===== src/rtl/i2s_pkg.sv =====
// Shared definitions for the i2s_rx_master capture path: frame geometry,
// slot data offset and the receive FSM state type.
package i2s_pkg;

  localparam int FRAME_BITS  = 64;  // BCLK cycles per stereo frame
  localparam int SLOT_BITS   = 32;  // BCLK cycles per channel slot
  localparam int SLOT_OFFSET = 1;   // I2S one-bit delay after the LRCLK edge

  typedef enum logic [1:0] {
    ST_SYNC  = 2'd0,
    ST_LEFT  = 2'd1,
    ST_RIGHT = 2'd2
  } state_e;

endpackage


===== src/rtl/i2s_clkgen.sv =====
// BCLK/LRCLK generator: a 0..BCLK_HALF-1 divider toggles BCLK at terminal
// count, a 6-bit bit counter advances on every BCLK falling edge, and LRCLK
// mirrors bit 5 of that counter so it changes together with BCLK falling.
// rise_o/fall_o are one-cycle strobes high in the cycle whose clock edge
// makes BCLK go 0->1 / 1->0.
module i2s_clkgen #(
  parameter int BCLK_HALF = 4
) (
  input  logic       clk,
  input  logic       rst,
  output logic       bclk_o,
  output logic       lrclk_o,
  output logic [5:0] bit_cnt_o,
  output logic       rise_o,
  output logic       fall_o
);

  localparam int DW = (BCLK_HALF > 1) ? $clog2(BCLK_HALF) : 1;

  logic [DW-1:0] div_q, div_d;
  logic          bclk_q, bclk_d;
  logic          lrclk_q, lrclk_d;
  logic [5:0]    bit_q, bit_d;
  logic          term_s;

  assign term_s = (div_q == DW'(BCLK_HALF - 1));
  assign rise_o = term_s & ~bclk_q;
  assign fall_o = term_s & bclk_q;

  // Next-state for divider, bit clock, bit counter and word select.
  always_comb begin
    div_d   = term_s ? '0 : div_q + DW'(1);
    bclk_d  = term_s ? ~bclk_q : bclk_q;
    bit_d   = fall_o ? bit_q + 6'd1 : bit_q;
    lrclk_d = bit_d[5];
  end

  // Clock-generation state registers with synchronous reset.
  always_ff @(posedge clk) begin
    if (rst) begin
      div_q   <= '0;
      bclk_q  <= 1'b0;
      lrclk_q <= 1'b0;
      bit_q   <= 6'd0;
    end else begin
      div_q   <= div_d;
      bclk_q  <= bclk_d;
      lrclk_q <= lrclk_d;
      bit_q   <= bit_d;
    end
  end

  assign bclk_o    = bclk_q;
  assign lrclk_o   = lrclk_q;
  assign bit_cnt_o = bit_q;

endmodule


===== src/rtl/i2s_rx_master.sv =====
// I2S master receiver: drives BCLK/LRCLK, deserialises a stereo frame and
// presents each left/right pair on a valid/ready interface with a sticky
// overrun flag for pairs dropped under backpressure.
// Build option I2S_RX_TESTPAT_EN: replace captured data with a frame counter
// (left) and its complement (right); i2s_sd is then ignored.
module i2s_rx_master
  import i2s_pkg::*;
#(
  parameter int SAMPLE_WIDTH = 24,
  parameter int BCLK_HALF    = 4,
  parameter int SLOT_BITS    = 32
) (
  input  logic                    clk_25m,
  input  logic                    rst,
  output logic                    i2s_bclk,
  output logic                    i2s_lrclk,
  input  logic                    i2s_sd,
  output logic [SAMPLE_WIDTH-1:0] sample_left,
  output logic [SAMPLE_WIDTH-1:0] sample_right,
  output logic                    sample_valid,
  input  logic                    sample_ready,
  output logic                    overrun,
  input  logic                    overrun_clr
);

  logic [5:0]              bit_cnt_s;
  logic                    rise_s, fall_s;
  state_e                  state_q, state_d;
  logic                    commit_s, load_ok_s;
  logic [SAMPLE_WIDTH-1:0] new_l_s, new_r_s;
  logic [SAMPLE_WIDTH-1:0] left_q, left_d, right_q, right_d;
  logic                    valid_q, valid_d, ovr_q, ovr_d;

  i2s_clkgen #(.BCLK_HALF(BCLK_HALF)) u_clkgen (
    .clk       (clk_25m),
    .rst       (rst),
    .bclk_o    (i2s_bclk),
    .lrclk_o   (i2s_lrclk),
    .bit_cnt_o (bit_cnt_s),
    .rise_o    (rise_s),
    .fall_o    (fall_s)
  );

  // The pair is complete once the counter has wrapped back to 0 in RIGHT.
  assign commit_s = (state_q == ST_RIGHT) && (bit_cnt_s == 6'd0);

  // Slot tracking FSM.
  always_comb begin
    state_d = state_q;
    case (state_q)
      ST_SYNC:  if (bit_cnt_s == 6'd0) state_d = ST_LEFT;
      ST_LEFT:  if (bit_cnt_s == 6'(SLOT_BITS)) state_d = ST_RIGHT;
      ST_RIGHT: if (bit_cnt_s == 6'd0) state_d = ST_LEFT;
      default:  state_d = ST_SYNC;
    endcase
  end

`ifdef I2S_RX_TESTPAT_EN
  logic [SAMPLE_WIDTH-1:0] frame_q, frame_d;

  assign new_l_s = frame_q;
  assign new_r_s = ~frame_q;

  // Frame counter advances once per completed frame.
  always_comb begin
    frame_d = commit_s ? frame_q + SAMPLE_WIDTH'(1) : frame_q;
  end

  // Frame counter register.
  always_ff @(posedge clk_25m) begin
    if (rst) frame_q <= '0;
    else     frame_q <= frame_d;
  end
`else
  logic [SAMPLE_WIDTH-1:0] sh_l_q, sh_l_d, sh_r_q, sh_r_d;
  logic                    in_left_s, in_right_s;

  assign in_left_s  = (int'(bit_cnt_s) >= SLOT_OFFSET) &&
                      (int'(bit_cnt_s) <  SLOT_OFFSET + SAMPLE_WIDTH);
  assign in_right_s = (int'(bit_cnt_s) >= SLOT_BITS + SLOT_OFFSET) &&
                      (int'(bit_cnt_s) <  SLOT_BITS + SLOT_OFFSET + SAMPLE_WIDTH);
  assign new_l_s = sh_l_q;
  assign new_r_s = sh_r_q;

  // MSB-first shift-in of the data bits on each BCLK rising edge.
  always_comb begin
    sh_l_d = sh_l_q;
    sh_r_d = sh_r_q;
    if (rise_s && (state_q != ST_SYNC)) begin
      if (in_left_s)  sh_l_d = (sh_l_q << 1) | SAMPLE_WIDTH'(i2s_sd);
      else            sh_l_d = sh_l_q;
      if (in_right_s) sh_r_d = (sh_r_q << 1) | SAMPLE_WIDTH'(i2s_sd);
      else            sh_r_d = sh_r_q;
    end else begin
      sh_l_d = sh_l_q;
      sh_r_d = sh_r_q;
    end
  end

  // Shift registers.
  always_ff @(posedge clk_25m) begin
    if (rst) begin
      sh_l_q <= '0;
      sh_r_q <= '0;
    end else begin
      sh_l_q <= sh_l_d;
      sh_r_q <= sh_r_d;
    end
  end
`endif

  assign load_ok_s = ~valid_q | sample_ready;

  // Output handshake: load on commit when the slot is free or being emptied,
  // otherwise drop the new pair and flag overrun (set beats clear).
  always_comb begin
    left_d  = left_q;
    right_d = right_q;
    valid_d = valid_q;
    ovr_d   = ovr_q;
    if (commit_s && load_ok_s) begin
      left_d  = new_l_s;
      right_d = new_r_s;
      valid_d = 1'b1;
    end else if (valid_q && sample_ready) begin
      valid_d = 1'b0;
    end else begin
      valid_d = valid_q;
    end
    if (commit_s && !load_ok_s) ovr_d = 1'b1;
    else if (overrun_clr)       ovr_d = 1'b0;
    else                        ovr_d = ovr_q;
  end

  // FSM and output registers.
  always_ff @(posedge clk_25m) begin
    if (rst) begin
      state_q <= ST_SYNC;
      left_q  <= '0;
      right_q <= '0;
      valid_q <= 1'b0;
      ovr_q   <= 1'b0;
    end else begin
      state_q <= state_d;
      left_q  <= left_d;
      right_q <= right_d;
      valid_q <= valid_d;
      ovr_q   <= ovr_d;
    end
  end

  assign sample_left  = left_q;
  assign sample_right = right_q;
  assign sample_valid = valid_q;
  assign overrun      = ovr_q;

endmodule


===== config.mk =====
export PLATFORM = sky130hd
export DESIGN_NAME = i2s_rx_master
export DESIGN_NICKNAME = d
export VERILOG_FILES = /design/src/rtl/i2s_pkg.sv /design/src/rtl/i2s_clkgen.sv /design/src/rtl/i2s_rx_master.sv
export SDC_FILE = /design/constraint.sdc
export NUM_CORES = 1
export LEC_CHECK = 0
export ABC_AREA = 1
export CAP_MARGIN = 30
export CORE_ASPECT_RATIO = 0.75
export CORE_UTILIZATION = 25
export DETAILED_ROUTE_END_ITERATION = 10
export GPL_TIMING_DRIVEN = 0
export SYNTH_ARGS = -nofsm -noshare
export SYNTH_HDL_FRONTEND = slang
export SYNTH_SLANG_ARGS = --single-unit

===== constraint.sdc =====
create_clock -name clk_25m -period 1.5 [get_ports clk_25m]
set_input_delay 0.3 -clock clk_25m [delete_from_list [all_inputs] [get_ports clk_25m]]
set_output_delay 0.3 -clock clk_25m [all_outputs]
set_load 0.02 [all_outputs]

Word level (Yosys, flattened, before mapping)
Cells that the tools add are included.
Cells by class
  add/subtract/negate cells: 2
  $lt $le $gt $ge: 4
  equal/unequal tests: 6
  multiplexer cells: 7
  bitwise logic cells: 7
  reduce and logical (&&, ||, !) cells: 18
Operators by type and width (number)
  $or A24 B1 Y24: 2
  $logic_and A1 B1 Y1: 7
  $add A6 B1 Y6 const B: 1
  $eq A6 B6 Y1 const B: 1
  $ge A6 B1 Y1 const B: 1
  $ge A6 B6 Y1 const B: 1
  $logic_not A6 Y1: 1
  $lt A6 B5 Y1 const B: 1
  $lt A6 B6 Y1 const B: 1
  $reduce_and A2 Y1: 3
  $reduce_bool A2 Y1: 3
  $eq A2 B2 Y1 const B: 2
  $mux W1: 4
  $mux W2: 2
  $pmux W2 S2: 1
  $reduce_or A2 Y1: 2
  $add A2 B1 Y2 const B: 1
  $and A1 B1 Y1: 2
  $eq A2 B1 Y1 const B: 1
  $logic_not A2 Y1: 1
  $ne A2 B1 Y1 const B: 1
  $ne A2 B2 Y1 const B: 1
  $not A1 Y1: 2
  $logic_not A1 Y1: 1
  $or A1 B1 Y1: 1
Storage, ports and cells
  register bits after elaboration: 109
  logic and storage cells: 55

Depth between registers and ports, before layout
Gate-level depths: netlist of the first run.
  depth in word-level cells: 5
  mapped depth: 11

Modules after synthesis
From an unflattened synthesis of the first run, not the netlist that was laid out.
Unflattened totals
  cells, all modules: 671
  area total of the unflattened synthesis: 4668.2 um^2
By module, submodules not included
  i2s_rx_master: times used 1, cells an instance 621, area an instance 4277.9 um^2, seq. area each 2001.9 um^2
  i2s_clkgen: times used 1, cells an instance 50, area an instance 390.4 um^2, seq. area each 180.2 um^2

Worst setup path before layout of the first run
Ideal clock, no wire load.
  kind: reg2reg
  start: register u_clkgen.bit_q[1], in the netlist u_clkgen.bit_cnt_o[1]
  end: register sh_r_q[10], in the netlist new_r_s[10]
  setup time: 115 ps
  data arrival time: 1349 ps
  required time: 1385 ps
  path slack: 36 ps
  stages on the path, launching flop included: 12
  path buffers: 2
  path through: dfxtp_1 > inv_1 > ha_1 > inv_1 > nor2_1 > nand2_1 > nand2_1 > nand2_1 > buf_4 > buf_6 > a21oi_1 > nor2_1
Between the ends
  word-level cells in the longest chain between the ends: 3
  elaborated cells on any way between the ends: 4
  those cells by class: 2 x order compare; 2 x reduce/logical
RTL lines
  start: declaration: RTL line i2s_clkgen.sv:23  | logic [5:0] bit_q, bit_d;
  start signal: assignment: RTL line i2s_clkgen.sv:49  | bit_q <= bit_d;
  $ge A6 B6 Y1 or $lt A6 B6 Y1 (tied branches): RTL line i2s_rx_master.sv:80, i2s_rx_master.sv:81
  $logic_and A1 B1 Y1 (*): RTL line i2s_rx_master.sv:80  | assign in_right_s = (int'(bit_cnt_s) >= SLOT_BITS + SLOT_OFFSET) &&
  $reduce_and A2 Y1 (no source line) (*)
  end signal: assignment: RTL line i2s_rx_master.sv:107  | sh_r_q <= sh_r_d;
  end: declaration: RTL line i2s_rx_master.sv:75  | logic [SAMPLE_WIDTH-1:0] sh_l_q, sh_l_d, sh_r_q, sh_r_d;
Every way passes the cells marked *; elsewhere a longest branch is shown, timed or not.
A chain may end at the register's enable or synchronous reset.

Worst setup path in the final report of the first run
  start: register u_clkgen.bit_q[1], in the netlist u_clkgen.bit_cnt_o[1]
  end: register sh_r_q[12], in the netlist new_r_s[12]
Same word-level chain as after synthesis.

==> metrics.cfg, run 1 <==
[place]
count_of_buffers_from_port_buffering = 56
routabilityCongestion = 0.7515
dp_hpwl_mm = 8.364
placement.cell_area_um2 = 5483

[critical_path]
critical_path.reg2reg.startpoint = u_clkgen.bit_cnt_o[1]
crit_fanout = 10
worst-r2r-setup-slack_ns = 0.006
critPathArrivalTime_ns = 1.74
path_common_cell = nand2_2
crit_required_ns = 1.74
cp.buffers_inverters = 4
worstSetupStartpointType = flop
timing.critical_path.max_delay_family = buffers and inverters
r2r.worst_path.cells = 11
worstPathCellList = inv_4, ha_4, inv_2, nor2_4, nand2_2, nand2_2, nand2_2, buf_6, buf_12, a21oi_2, nor2_1
timing.critical_path.slowest_cell_delay_ns = 0.34
endpoint_kind = flop
critical-path-slowest-cell = dfxtp_2
worst_r2r_endpoint = new_r_s[12]
worst-setup-path-type = flop to flop

[synthesis]
netlist.top_cell.by_area = dfxtp_1
synthesis.yosys.warnings = 0
asyncSetResetFlopFracSynth_pct = 0
yosysSeqAreaShare_pct = 47.24
cell_types_with_the_highest_counts_after_synthesis = nand2_1, dfxtp_1, nor2_1
synth_cell_type_count = 22
postSynthRegisterBits = 109
post_synth_main_area_contributors = dfxtp_1, nand2_1, a21oi_1, nand4_1, nor2_1
mappedNetlistNets = 639
synth.cell_area_um2 = 4619
synthFlopType = dfxtp_1
post-synth-top-count-cell = nand2_1
post_syn_instances = 629
count_of_flip_flops_with_a_built_in_enable_after_synthesis = 0
yosys.area.top_type_share_pct = 47.24
syn_avg_cell_area_um2 = 7.344

[timing]
fmax_mhz = 669.3
slew_headroom_pct = 65.24
min_period_over_period_pct = 99.61
rsz_0062_raised_after_global_routing = yes
setup_viol_count_final = 0
finalHoldViolations = 0
tightestPinTransition_ns = 0.5213
timing.clock.skew_ns = 0.008718
total_count_of_max_transition_violations_in_the_final_report = 0
post-route-min-period_ns = 1.494

[clocking]
cts_made_buffers = 9
clk_pin_slew_ns = 0.07
cts_tree = yes
worstSkewPairLatency_ns = 0.35
clockBufferDepth = 2
clock-root-buffer = clkbuf_16
clock_tree.htree_level_count = 3
tritoncts_num_sinks = 109

[pwr]
internal_power_w = 0.004329
power.sequential.fraction_pct = 52.5
p_per_area_nw_per_um2 = 813.2
sw_ratio_pct = 22.10
vdd_ir_drop_max_mv = 0.5352
power.combinational.fraction_pct = 4.4
net-switching-power_w = 0.001228
p_clk_share_pct = 43.1
p_leak_nw = 2.585

[finish]
syn2layout_area_growth_pct = 47.94
multiInputGateArea_um2 = 2584
post_route_cells_drive_above_1_share_pct = 30.84
layout.area.seq_um2 = 2197
postLayoutCellArea_um2 = 6834
diodes = 0
layout.filler_cells = 1815
num-nets-final = 729
finish.utilization_pct = 38.25

[worst_hold_path]
timing.hold.worst.start = u_clkgen.div_q[0]
worst_hold_path_type = flop to flop
worst_hold_path_depth = 1
whs_endpoint = u_clkgen.div_q[0]

[route]
first_iter_violations = 257
routed-via-count = 4410
route.detailed.vias_per_inst = 4.570
route.detailed.drc = 0
drt_pass1_iterations = 5
detail_route.wirelength_mm = 12.98
wire_per_inst_um = 13.45
postRouteAntennaNets = 0

[global_route]
overflow = 0
grt_first_pass_wirelength_mm = 20.78
grt_pass1_vias = 4049
track_usage_pct = 13.57
antenna_found_initial = 0
maximum_number_of_pins_on_one_net_before_global_route_repair = 17

[floorplanning]
fp.dieW_um = 159.0
design.core.area_um2 = 17870
die_y_um = 119.7
initial_core_util_pct = 25.85
boundaryPins = 57
placement_rows = 42
floorplan.die_area_um2 = 19030

[status]
status = complete, no violations

[run]
cap_viol_max_count = 0

==> cells by family after synthesis <==
logic type | count (synthesis) | synth area share, %
buffers and inverters | 112 | 11.13
AOI/OAI and AO/OA | 85 | 9.209
adders and majority gates | 5 | 1.354
and+or+nand+nor | 318 | 31.07
DFF | 109 | 47.24
==> per-stage QoR <==
stage | std cells | setup slack, ns | power, W | hold WS (ns) | TNS (ns)
2_1_floorplan | 629 | 0.03632 | 0.003108 | 0.4043 | 0
3_3_place_gp | 927 | -0.6393 | 0.003168 | 0.4204 | -36.42
3_5_place_dp | 927 | -0.6847 | 0.003170 | 0.4182 | -38.07
4_1_cts | 958 | -0.06052 | 0.005557 | 0.4367 | -0.7140
5_1_grt | 965 | -0.08009 | 0.005754 | 0.4472 | -3.326
6_report | 965 | 0.005838 | 0.005557 | 0.4329 | 0
==> repair_timing <==
action	CTS	global route
hold buffers	0	0
buffers inserted	17	4
setup endpoints to repair	153	101
pin swaps	5	24
gates resized for setup	102	205
gates cloned	1	6
==> per-layer routing <==
metal	track usage, %	wire (um)	vias up
met1	19.73	6734	2070
li1	-	-	2238
met4	2.885	199	0
met2	19.90	5499	88
met3	3.560	544	14
met5	0	0	-
==> worst register-to-register path, stage by stage, from the launching register on <==
cell	delay [ns]
dfxtp_2	0.34
inv_4	0.09
ha_4	0.15
inv_2	0.04
nor2_4	0.09
nand2_2	0.07
nand2_2	0.06
nand2_2	0.07
buf_6	0.14
buf_12	0.15
a21oi_2	0.14
nor2_1	0.06
==> final cells by class <==
cell class | instances | area share (%)
Inverter | 64 | 3.588
Timing Repair Buffer | 84 | 12.32
Tap cell | 242 | 4.431
Buffer | 43 | 5.419
Clock inverter | 3 | 0.6774
Multi-Input combinational cell | 408 | 37.81
Sequential cell | 109 | 32.15
Clock buffer | 12 | 3.607
==> sequential cells by signal, summed over array words and instances (netlist names), 2 cells and up <==
name,count
sample_left,24
new_r_s,24
u_clkgen.div_q,2
state_q,2
sample_right,24
u_clkgen.bit_cnt_o,6
new_l_s,24
==> power groups by stage <==
stage / combinational (W) / clock, W / sequential, W
6_report: 0.000247 / 0.00240 / 0.00291
5_1_grt: 0.000271 / 0.00257 / 0.00292
4_1_cts: 0.000205 / 0.00244 / 0.00291
3_5_place_dp: 0.000190 / 0 / 0.00298
3_3_place_gp: 0.000188 / 0 / 0.00298
2_1_floorplan: 0.000127 / 0 / 0.00298
==> layout by cell type (no fill, tap or decap), types with 4 or more instances in the layout <==
| master | count |
|---|---|
| dfxtp_1 | 101 |
| nor2_1 | 77 |
| nand2_1 | 70 |
| inv_1 | 56 |
| a21oi_2 | 55 |
| nand4_1 | 52 |
| dlygate4sd2_1 | 52 |
| nand3_1 | 43 |
| nand2_4 | 34 |
| a21oi_1 | 25 |
| buf_6 | 18 |
| buf_4 | 15 |
| nand2_2 | 14 |
| clkbuf_16 | 13 |
| nand3_2 | 11 |
| clkbuf_2 | 10 |
| nor2_4 | 8 |
| clkbuf_1 | 7 |
| dfxtp_2 | 6 |
| inv_2 | 5 |
| buf_8 | 5 |
| buf_2 | 4 |
| buf_12 | 4 |
| o21ai_0 | 4 |
| clkdlybuf4s50_1 | 4 |
==> how the worst max path moves through the flow <==
stage,start,endpoint,slack (ns),cells past startpoint
2_1_floorplan,u_clkgen.bit_cnt_o[1],new_r_s[10],0.04,11
3_3_place_gp,rst,overrun,-0.64,4
3_5_place_dp,rst,sample_left[5],-0.68,4
4_1_cts,u_clkgen.bit_cnt_o[0],new_l_s[19],-0.06,8
5_1_grt,u_clkgen.bit_cnt_o[1],new_r_s[12],-0.08,11
6_report,u_clkgen.bit_cnt_o[1],new_r_s[12],0.006,11
Note: power is estimated with default switching activity, not from simulation.
==> run 2, diff against run 1 <==
Settings changed: MAX_ROUTING_LAYER set to met4.
==> metrics.cfg, run 2 (same netlist as run 1, synthesis figures left out) <==
[status]
status = complete, no violations

[clocking]
clock-root-buffer = clkbuf_16
worstSkewPairLatency_ns = 0.35
clock_tree.htree_level_count = 3
cts_tree = yes
clockBufferDepth = 2
tritoncts_num_sinks = 109
clk_pin_slew_ns = 0.07
cts_made_buffers = 9

[floorplanning]
placement_rows = 42
fp.dieW_um = 159.0
die_y_um = 119.7
floorplan.die_area_um2 = 19030
boundaryPins = 57
initial_core_util_pct = 25.85
design.core.area_um2 = 17870

[route]
wire_per_inst_um = 13.42
first_iter_violations = 262
route.detailed.drc = 0
detail_route.wirelength_mm = 12.95
postRouteAntennaNets = 0
route.detailed.vias_per_inst = 4.542
drt_pass1_iterations = 5
routed-via-count = 4383

[finish]
finish.utilization_pct = 38.19
layout_common_cells = dfxtp_1, nor2_1, nand2_1
diodes = 0
layout.filler_cells = 1817
syn2layout_area_growth_pct = 47.72
leading_cell_type_in_the_layout_fill_and_taps_excluded = dfxtp_1
layout.area.seq_um2 = 2197
stdcell_count = 965
num-nets-final = 729
multiInputGateArea_um2 = 2574
postLayoutCellArea_um2 = 6824
post_route_cells_drive_above_1_share_pct = 30.71

[global_route]
grt_pass1_vias = 4046
antenna_found_initial = 0
overflow = 0
track_usage_pct = 13.95
grt_first_pass_wirelength_mm = 20.74
maximum_number_of_pins_on_one_net_before_global_route_repair = 17

[critical_path]
r2r.worst_path.cells = 11
worstSetupStartpointType = flop
startpoint = u_clkgen.bit_cnt_o[1]
worst-setup-path-type = flop to flop
critical_path.reg2reg.startpoint = u_clkgen.bit_cnt_o[1]
crit_fanout = 10
worst_r2r_endpoint = new_r_s[12]
timing.critical_path.slowest_cell_delay_ns = 0.34
critPathArrivalTime_ns = 1.73
worst-r2r-setup-slack_ns = 0.01
endpoint_kind = flop
critical-path-slowest-cell = dfxtp_2
crit_required_ns = 1.74
worstPathCellList = inv_4, ha_4, inv_2, nor2_4, nand2_2, nand2_2, nand2_2, buf_6, buf_12, a21oi_2, nor2_1
path_common_cell = nand2_2

[pwr]
power.combinational.fraction_pct = 4.4
power.sequential.fraction_pct = 52.6
design_power_total_w = 0.005546
p_clk_share_pct = 43.0
vdd_ir_drop_max_mv = 0.5292
p_leak_nw = 2.584
net-switching-power_w = 0.001217
sw_ratio_pct = 21.95
internal_power_w = 0.004329
p_per_area_nw_per_um2 = 812.8

[timing]
finalHoldViolations = 0
setup_viol_count_final = 0
slew_headroom_pct = 65.27
rsz_0062_raised_after_global_routing = yes
tightestPinTransition_ns = 0.5209
fmax_mhz = 671.4
min_period_over_period_pct = 99.29
total_count_of_max_transition_violations_in_the_final_report = 0
timing.clock.skew_ns = 0.009028
post-route-min-period_ns = 1.489
finalHoldWorstSlack_ns = 0.4329

[place]
routabilityCongestion = 0.7611
placement.cell_area_um2 = 5483
place.detailed.instances = 927
count_of_buffers_from_port_buffering = 56
dp_hpwl_mm = 8.364

[worst_hold_path]
worst_hold_path_type = flop to flop
timing.hold.worst.start = u_clkgen.div_q[0]
whs_endpoint = u_clkgen.div_q[0]
worst_hold_path_depth = 1

[run]
cap_viol_max_count = 0

[run 2: area by class of cell]
class | count | share of cell area, %
Multi-Input combinational cell | 408 | 37.72
Sequential cell | 109 | 32.20
Timing Repair Buffer | 84 | 12.34
Buffer | 43 | 5.427
Tap cell | 242 | 4.437
Clock buffer | 12 | 3.612
Inverter | 64 | 3.594
Clock inverter | 3 | 0.6784
[run 2: how the worst max path moves through the flow]
stage                          end  cells after the start
floorplan              new_r_s[10]                     11
global placement           overrun                      4
detailed placement  sample_left[5]                      4
CTS                    new_l_s[19]                      8
global route           new_r_s[12]                     11
finish                 new_r_s[12]                     11
[run 2: through the flow]
stage	TNS, ns	worst slack (ns)
floorplan	0	0.03632
global placement	-36.42	-0.6393
detailed placement	-38.07	-0.6847
CTS	-0.7140	-0.06052
global route	-3.304	-0.08011
finish	0	0.01066
[run 2: worst max-delay path: cells and delay by family, from the launching register on]
family                   cells  cell delay, ns
buffers and inverters        4            0.42
flip-flops                   1            0.34
AND/OR/NAND/NOR              5            0.34
adder cells (fa/ha/maj)      1            0.15
AO/OA/AOI/OAI                1            0.14
[run 2: repair_timing]
item                       4_1_cts  5_1_grt
hold buffers                     0        0
buffers inserted                17        4
cloned                           1        6
pin swaps                        5       24
setup endpoints to repair      153      101
resized for setup              102      203
[run 2: power groups by stage]
stage          sequential [W]  clock, W  combinational (W)
2_1_floorplan         0.00298         0           0.000127
3_3_place_gp          0.00298         0           0.000188
3_5_place_dp          0.00298         0           0.000190
4_1_cts               0.00291   0.00244           0.000205
5_1_grt               0.00292   0.00257           0.000271
6_report              0.00292   0.00239           0.000245
[run 2: routing by layer]
layer	up-vias	part of all wire, %	GRT usage (%)
li1	2237	-	-
met2	97	43	19.98
met4	0	0.70	3.245
met3	10	5.0	3.076
met1	2039	51	19.81
met5	-	0	-
